==> src/rtl/cpu_types_pkg.sv <==
// Shared CPU types: machine word, opcode field, HALT encoding and fetch-stage enums.
package cpu_types_pkg;

    localparam int unsigned WORD_W   = 32;
    localparam int unsigned OPCODE_W = 6;
    localparam int unsigned OPCODE_LSB = WORD_W - OPCODE_W;

    typedef logic [WORD_W-1:0]   word_t;
    typedef logic [OPCODE_W-1:0] opcode_t;

    localparam opcode_t HALT = 6'b111111;

    typedef enum logic {
        RUN    = 1'b0,
        HALTED = 1'b1
    } fetch_state_t;

    // Action applied by the fetch stage in a given cycle, in priority order.
    typedef enum logic [2:0] {
        ACT_STALL    = 3'd0,
        ACT_REDIRECT = 3'd1,
        ACT_FREEZE   = 3'd2,
        ACT_FETCH    = 3'd3,
        ACT_BUBBLE   = 3'd4
    } fetch_act_t;

    function automatic opcode_t opcode_of(input word_t instr);
        return opcode_t'(instr[WORD_W-1:OPCODE_LSB]);
    endfunction

endpackage

==> src/rtl/fetch_perf_counters.sv <==
// Wrapping event counters for freeze, flush and fetch-miss cycles.
module fetch_perf_counters
    import cpu_types_pkg::*;
(
    input  logic  CLK,
    input  logic  nRST,
    input  logic  freeze_ev,
    input  logic  flush_ev,
    input  logic  miss_ev,
    output word_t freeze_cnt,
    output word_t flush_cnt,
    output word_t miss_cnt
);

    word_t freeze_cnt_q, freeze_cnt_d;
    word_t flush_cnt_q,  flush_cnt_d;
    word_t miss_cnt_q,   miss_cnt_d;

    always_comb begin
        freeze_cnt_d = freeze_cnt_q;
        flush_cnt_d  = flush_cnt_q;
        miss_cnt_d   = miss_cnt_q;
        if (freeze_ev) freeze_cnt_d = freeze_cnt_q + WORD_W'(1);
        if (flush_ev)  flush_cnt_d  = flush_cnt_q  + WORD_W'(1);
        if (miss_ev)   miss_cnt_d   = miss_cnt_q   + WORD_W'(1);
    end

    always_ff @(posedge CLK) begin
        if (!nRST) begin
            freeze_cnt_q <= '0;
            flush_cnt_q  <= '0;
            miss_cnt_q   <= '0;
        end else begin
            freeze_cnt_q <= freeze_cnt_d;
            flush_cnt_q  <= flush_cnt_d;
            miss_cnt_q   <= miss_cnt_d;
        end
    end

    assign freeze_cnt = freeze_cnt_q;
    assign flush_cnt  = flush_cnt_q;
    assign miss_cnt   = miss_cnt_q;

endmodule

==> src/rtl/fetch_stage.sv <==
// Instruction fetch stage: PC register, IF/ID latch and RUN/HALTED control.
// Optional performance counters are built when FETCH_PERF_EN is defined.
module fetch_stage
    import cpu_types_pkg::*;
#(
    parameter word_t PC_INIT = 32'h0000_0000
) (
    input  logic        CLK,
    input  logic        nRST,
    input  logic        ihit,
    input  logic [31:0] imemload,
    input  logic        freeze,
    input  logic        flush,
    input  logic        redirect_valid,
    input  logic [31:0] redirect_pc,
    input  logic        mem_stall,
    output logic        imemREN,
    output logic [31:0] imemaddr,
    output logic [31:0] ifid_instr,
    output logic [31:0] ifid_pc4,
    output logic        ifid_valid
`ifdef FETCH_PERF_EN
    ,
    output logic [31:0] freeze_cnt,
    output logic [31:0] flush_cnt,
    output logic [31:0] miss_cnt
`endif
);

    fetch_state_t state_q, state_d;
    word_t        pc_q, pc_d;
    word_t        instr_q, instr_d;
    word_t        pc4_q, pc4_d;
    logic         valid_q, valid_d;
    logic         ren_q, ren_d;
    fetch_act_t   act_c;
    word_t        pc_plus4_c;

    assign pc_plus4_c = pc_q + WORD_W'(4);

    // Select this cycle's action by priority.
    always_comb begin
        act_c = ACT_BUBBLE;
        if (mem_stall)                     act_c = ACT_STALL;
        else if (flush || redirect_valid)  act_c = ACT_REDIRECT;
        else if (freeze)                   act_c = ACT_FREEZE;
        else if (state_q == RUN && ihit)   act_c = ACT_FETCH;
        else                               act_c = ACT_BUBBLE;
    end

    always_comb begin
        state_d = state_q;
        pc_d    = pc_q;
        instr_d = instr_q;
        pc4_d   = pc4_q;
        valid_d = valid_q;
        unique case (act_c)
            ACT_STALL: ;
            ACT_REDIRECT: begin
                if (redirect_valid) begin
                    pc_d    = redirect_pc;
                    state_d = RUN;
                end
                if (flush) begin
                    instr_d = '0;
                    pc4_d   = '0;
                    valid_d = 1'b0;
                end
            end
            ACT_FREEZE: ;
            ACT_FETCH: begin
                instr_d = imemload;
                pc4_d   = pc_plus4_c;
                valid_d = 1'b1;
                pc_d    = pc_plus4_c;
                if (opcode_of(imemload) == HALT) state_d = HALTED;
            end
            ACT_BUBBLE: begin
                instr_d = '0;
                valid_d = 1'b0;
            end
            default: ;
        endcase
        ren_d = (state_d == RUN);
    end

    always_ff @(posedge CLK) begin
        if (!nRST) begin
            state_q <= RUN;
            pc_q    <= PC_INIT;
            instr_q <= '0;
            pc4_q   <= '0;
            valid_q <= 1'b0;
            ren_q   <= 1'b1;
        end else begin
            state_q <= state_d;
            pc_q    <= pc_d;
            instr_q <= instr_d;
            pc4_q   <= pc4_d;
            valid_q <= valid_d;
            ren_q   <= ren_d;
        end
    end

    assign imemREN    = ren_q;
    assign imemaddr   = pc_q;
    assign ifid_instr = instr_q;
    assign ifid_pc4   = pc4_q;
    assign ifid_valid = valid_q;

`ifdef FETCH_PERF_EN
    // A miss is a bubble while running; halted bubbles are intentional.
    logic freeze_ev_c, flush_ev_c, miss_ev_c;
    assign freeze_ev_c = (act_c == ACT_FREEZE);
    assign flush_ev_c  = (act_c == ACT_REDIRECT) && flush;
    assign miss_ev_c   = (act_c == ACT_BUBBLE) && (state_q == RUN);

    fetch_perf_counters u_perf (
        .CLK        (CLK),
        .nRST       (nRST),
        .freeze_ev  (freeze_ev_c),
        .flush_ev   (flush_ev_c),
        .miss_ev    (miss_ev_c),
        .freeze_cnt (freeze_cnt),
        .flush_cnt  (flush_cnt),
        .miss_cnt   (miss_cnt)
    );
`endif

endmodule

==> config.mk <==
export PLATFORM = sky130hd
export DESIGN_NAME = fetch_stage
export DESIGN_NICKNAME = d
export VERILOG_FILES = /design/src/rtl/cpu_types_pkg.sv /design/src/rtl/fetch_perf_counters.sv /design/src/rtl/fetch_stage.sv
export SDC_FILE = /design/constraint.sdc
export NUM_CORES = 1
export LEC_CHECK = 0
export BUFFER_PORTS_ARGS = -buffer_cell sky130_fd_sc_hd__buf_2
export CAP_MARGIN = 20
export CORE_ASPECT_RATIO = 1.25
export CORE_MARGIN = 5
export CORE_UTILIZATION = 40
export CTS_CLUSTER_SIZE = 14
export DETAILED_ROUTE_END_ITERATION = 10
export PLACE_DENSITY = 0.77
export SLEW_MARGIN = 40
export SYNTH_ARGS = -nofsm -noshare
export SYNTH_HDL_FRONTEND = slang
export SYNTH_SLANG_ARGS = --single-unit
==> constraint.sdc <==
create_clock -name CLK -period 2.03 [get_ports CLK]
set_input_delay 0.203 -clock CLK [delete_from_list [all_inputs] [get_ports CLK]]
set_output_delay 0.203 -clock CLK [all_outputs]
set_load 0.05 [all_outputs]
After elaboration in Yosys (flattened, before gate mapping)
Cells that the tools add are included.
- bitwise logic cells: 2
- mux-type cells: 14
- equal/unequal tests: 6
- add/sub/neg operators: 1
- reduce and logical (&&, ||, !) cells: 7
- operators with widths (cell ; count):
    32-bit case mux with 2 select lines ; 2
    32-bit case mux with 3 select lines ; 1
    32-bit 2-to-1 mux ; 2
    32-bit by 3-bit adder with 32-bit output, second input constant ; 1
    3-bit 2-to-1 mux ; 4
    6-bit equality test, second input constant ; 1
    2-bit AND reduction ; 3
    2-bit inequality test, second input constant ; 2
    3-bit by 1-bit equality test with 1-bit output, second input constant ; 1
    3-bit by 2-bit equality test with 1-bit output, second input constant ; 1
    3-bit equality test, second input constant ; 1
    1-bit 2-to-1 mux ; 3
    1-bit case mux with 3 select lines ; 1
    3-bit nonzero test ; 1
    1-bit inverter ; 2
    1-bit case mux with 2 select lines ; 1
    2-bit nonzero test ; 1
    1-bit logical AND ; 1
    1-bit logical OR ; 1
- register bits: 99
- logic and storage cells: 36
- input bits: 71

Longest topological paths before layout
- depth in word-level cells: 9
- mapped depth: 7
- gate-level depth less buffers: 6

Worst setup path before layout
Ideal clock, no wire load.
- kind: register -> register
- start: register pc_q[2] (netlist: imemaddr[2])
- end: register pc_q[22] (netlist: imemaddr[22])
- arrival time: 2.310 ns
- stages on the path, launching flop included: 7
- clock period less this slack: 2.441 ns
- slack: -0.411 ns
- required time: 1.899 ns
- cells stage by stage: dfxtp_1 ha_1 nand3_1 or4_1 o31a_1 o21ai_1 o21ai_0
- cells in the longest elaborated chain, start to end: 2
- RTL lines (element ; line ; RTL):
    start: declaration ; fetch_stage.sv:31 ; word_t pc_q, pc_d;
    start signal: assignment ; fetch_stage.sv:97 ; pc_q <= pc_d;
    32-bit by 3-bit adder with 32-bit output ; fetch_stage.sv:39 ; assign pc_plus4_c = pc_q + WORD_W'(4);
    32-bit case mux with 2 select lines ; fetch_stage.sv:57 ; unique case (act_c)
Every way passes these cells.
A chain may end at the register's enable or synchronous reset.

Final worst setup path
- start: register pc_q[15] (netlist: imemaddr[15])
- end: register pc_q[23] (netlist: imemaddr[23])
The elaborated chain is that of the path after synthesis.

==> run_results.csv <==
group,metric,value,unit
outcome,outcome,"complete, no violations",
layout,drive_above_1_share,0.3693,
floorplanning,rows,42,
clocking,cts_tree,"built",
synth,synth_area,4324,um^2
floorplanning,die-area,13000,um^2
timing,slew_viol_final,0,
synth,async_flop_share,0,
pwr,cellLeakagePower,2.543,nW
place,dp_cells,793,
place,pre_cts_slack,115.3,ps
clocking,clk_pin_slew,60,ps
clocking,htree_levels,3,
floorplanning,core_area,10620,um^2
place,io_buffers,168,
synth,ys_seq_area_frac,0.4583,
job,cap_violations,0,
floorplanning,io_pins,169,
detailed_routing,first_iter_violations,216,
timing,timing.final.crit_period,1937,ps
layout,diodes,0,
timing,skew,4.033,ps
floorplanning,fp.dieH,126.2,um
place,dp_hpwl,10280,um
synth,ys_types,54,
clocking,clockBufferDepth,2,
synth,synth-seq-cells,99,
timing,hold_violations,0,
grt,grtUsageTotal,0.2110,
timing,finalCritPeriodShare,0.9543,
layout,fill_cells,988,
layout,area_growth,33.74,%
setup_path,crit_required,2250,ps
synth,synth_most_common_cell,"dfxtp_1",
floorplanning,start_util,0.4074,
detailed_routing,viasPerCell,5.501,
synth,yosysTopAreaCell,"dfxtp_1",
pwr,powerDensity,747.0,nW/um^2
detailed_routing,dr.pass1.iters,4,
timing,hold_ws,106.3,ps
place,gp_congestion,0.8881,
setup_path,path_class,"flop to flop",
timing,fmax,0.5162,GHz
clocking,numCtsBuffers,9,
synth,syn_area_per_cell,8.631,um^2
detailed_routing,ant_nets,0,
clocking,post_cts_buffers,0,
timing,worstMarginPinSlew,537.5,ps
timing,layout_setup_ws,92.83,ps
grt,grt_overflow_total,0,
pwr,peakVddDrop,438.3,uV
detailed_routing,vias,4450,
timing,rsz0062_at_grt,"yes",
grt,antenna_found_initial,0,
layout,fin_cells,809,
synth,synth_nets,573,
grt,grt_pass1_vias,4398,
setup_path,crit_fanout,8,
floorplanning,die_w,103.0,um
worst_hold_path,hold_class,"input port to flop",
clocking,root_buffer,"clkbuf_16",
grt,grt_pass1_wl,21820,um
synth,synth_warnings,0,
detailed_routing,routedWlPerCell,16.98,um
grt,grt_max_degree,39,
synth,yosys-top-cells-count,"dfxtp_1 (99), nor2_1 (57), a22oi_1 (51)",
synth,synthFlopType,"dfxtp_1",
clocking,cts.sinks,99,
setup_path,end_kind,"flop",
synth,synth.area.top_cells,"dfxtp_1 (46%), a22oi_1 (8.9%), nor2_1 (4.9%)",
layout,nets,744,
timing,finalSetupViolations,0,
timing,slew_headroom,0.6366,
setup_path,startpoint_type,"flop",
setup_path,arrival,2160,ps
synth,synth_edf_count,0,
detailed_routing,wl,13740,um
synth,synthCells,501,
synth,yosysTopAreaCellShare,0.4583,
clocking,clk_latency,340,ps
detailed_routing,post-route-drc-count,0,
clocking,cts_hold_buf,0,
path summary, 6_finish.rpt:
| check | startpoint | end | slack, ps | depth (start not counted) |
|---|---|---|---|---|
| max | imemaddr[15]$_SDFFE_PN0P_ | imemaddr[23]$_SDFFE_PN0P_ | 90 | 5 |
| min | redirect_pc[1] | imemaddr[1]$_SDFFE_PN0P_ | 110 | 3 |
| max reg2reg | imemaddr[15]$_SDFFE_PN0P_ | imemaddr[23]$_SDFFE_PN0P_ | 90 | 5 |
| min reg2reg | ifid_pc4[22]$_SDFFE_PN0P_ | ifid_pc4[22]$_SDFFE_PN0P_ | 430 | 2 |
layout make-up:
type,instances,area (um^2),area share
clock buffer,15,287.8,0.04976
clock inverter,1,30.03,0.005193
inverter,8,30.03,0.005193
multi-input combinational,357,2183,0.3775
sequential,99,2024,0.3501
tap,132,165.2,0.02856
timing repair buffer,197,1062,0.1837
registers in the layout, summed over array words and instances (netlist names), named ones only:
| signal | flops |
|---|---|
| ifid_instr | 32 |
| ifid_pc4 | 32 |
| ifid_valid | 1 |
| imemREN | 1 |
| imemaddr | 32 |
kinds of logic (layout without fill, tap and decap cells):
| family | after synthesis | in the layout | share of synthesized area |
|---|---|---|---|
| xor+xnor | 24 | 24 | 0.04861 |
| fa+ha+maj | 1 | 1 | 0.002893 |
| simple gates | 180 | 180 | 0.2124 |
| flops | 99 | 99 | 0.4583 |
| mux | 6 | 6 | 0.01447 |
| buf+inv | 45 | 221 | 0.04167 |
| compound gates | 146 | 146 | 0.2216 |
per-layer routing:
layer	track usage	vias up	wire length, um
met2	0.3291	218	6465
met3	0.06471	34	1386
met1	0.2586	2038	5416
met5	0	-	0
li1	-	2160	-
met4	0.1082	0	470
per-stage QoR:
stage	utilization	power [mW]	TNS [ps]	cell area, um^2
2_1_floorplan	-	2.389	-73.35	4393
3_3_place_gp	0.5143	2.569	0	5459
3_5_place_dp	0.5143	2.579	0	5459
4_1_cts	0.5442	4.358	0	5777
5_1_grt	0.5448	4.485	-38.46	5783
6_report	0.5448	4.320	0	5783
placed cells by master (no fill, tap or decap), types with 3 or more instances in the layout:
| master | count |
|---|---|
| nand4_1 | 9 |
| nor2_1 | 56 |
| o22ai_1 | 4 |
| o21ai_1 | 5 |
| a21oi_1 | 20 |
| nand2_1 | 47 |
| o21a_1 | 6 |
| a22oi_1 | 51 |
| buf_2 | 168 |
| a221oi_1 | 4 |
| nand3_1 | 17 |
| clkbuf_16 | 9 |
| dfxtp_1 | 79 |
| mux2i_1 | 4 |
| xor2_1 | 13 |
| xnor2_1 | 11 |
| clkbuf_8 | 4 |
| and3_1 | 8 |
| dfxtp_2 | 13 |
| buf_4 | 28 |
| or3_1 | 7 |
| nor3_1 | 9 |
| dfxtp_4 | 7 |
| a21o_1 | 3 |
| inv_1 | 7 |
| o21ai_0 | 32 |
| a32oi_1 | 6 |
| a31oi_1 | 5 |
power breakdown:
part	switching (mW)	internal [mW]	total [mW]
clock	0.689	1.09	1.78
sequential	0.0562	1.98	2.04
combinational	0.335	0.168	0.503
total	1.08	3.24	4.32
critical path, stage by stage, from the launching register on:
cell     delay (ps)
dfxtp_2         390
nand4_1         250
or4_4           510
or3_4           360
a32oi_1         220
o31ai_1         100
repair_timing:
action | CTS | global route
hold endpoints to repair | 0 | 0
setup endpoints to repair | 0 | 20
gates resized for setup | 0 | 3
Power figures use the tool's default switching activity.
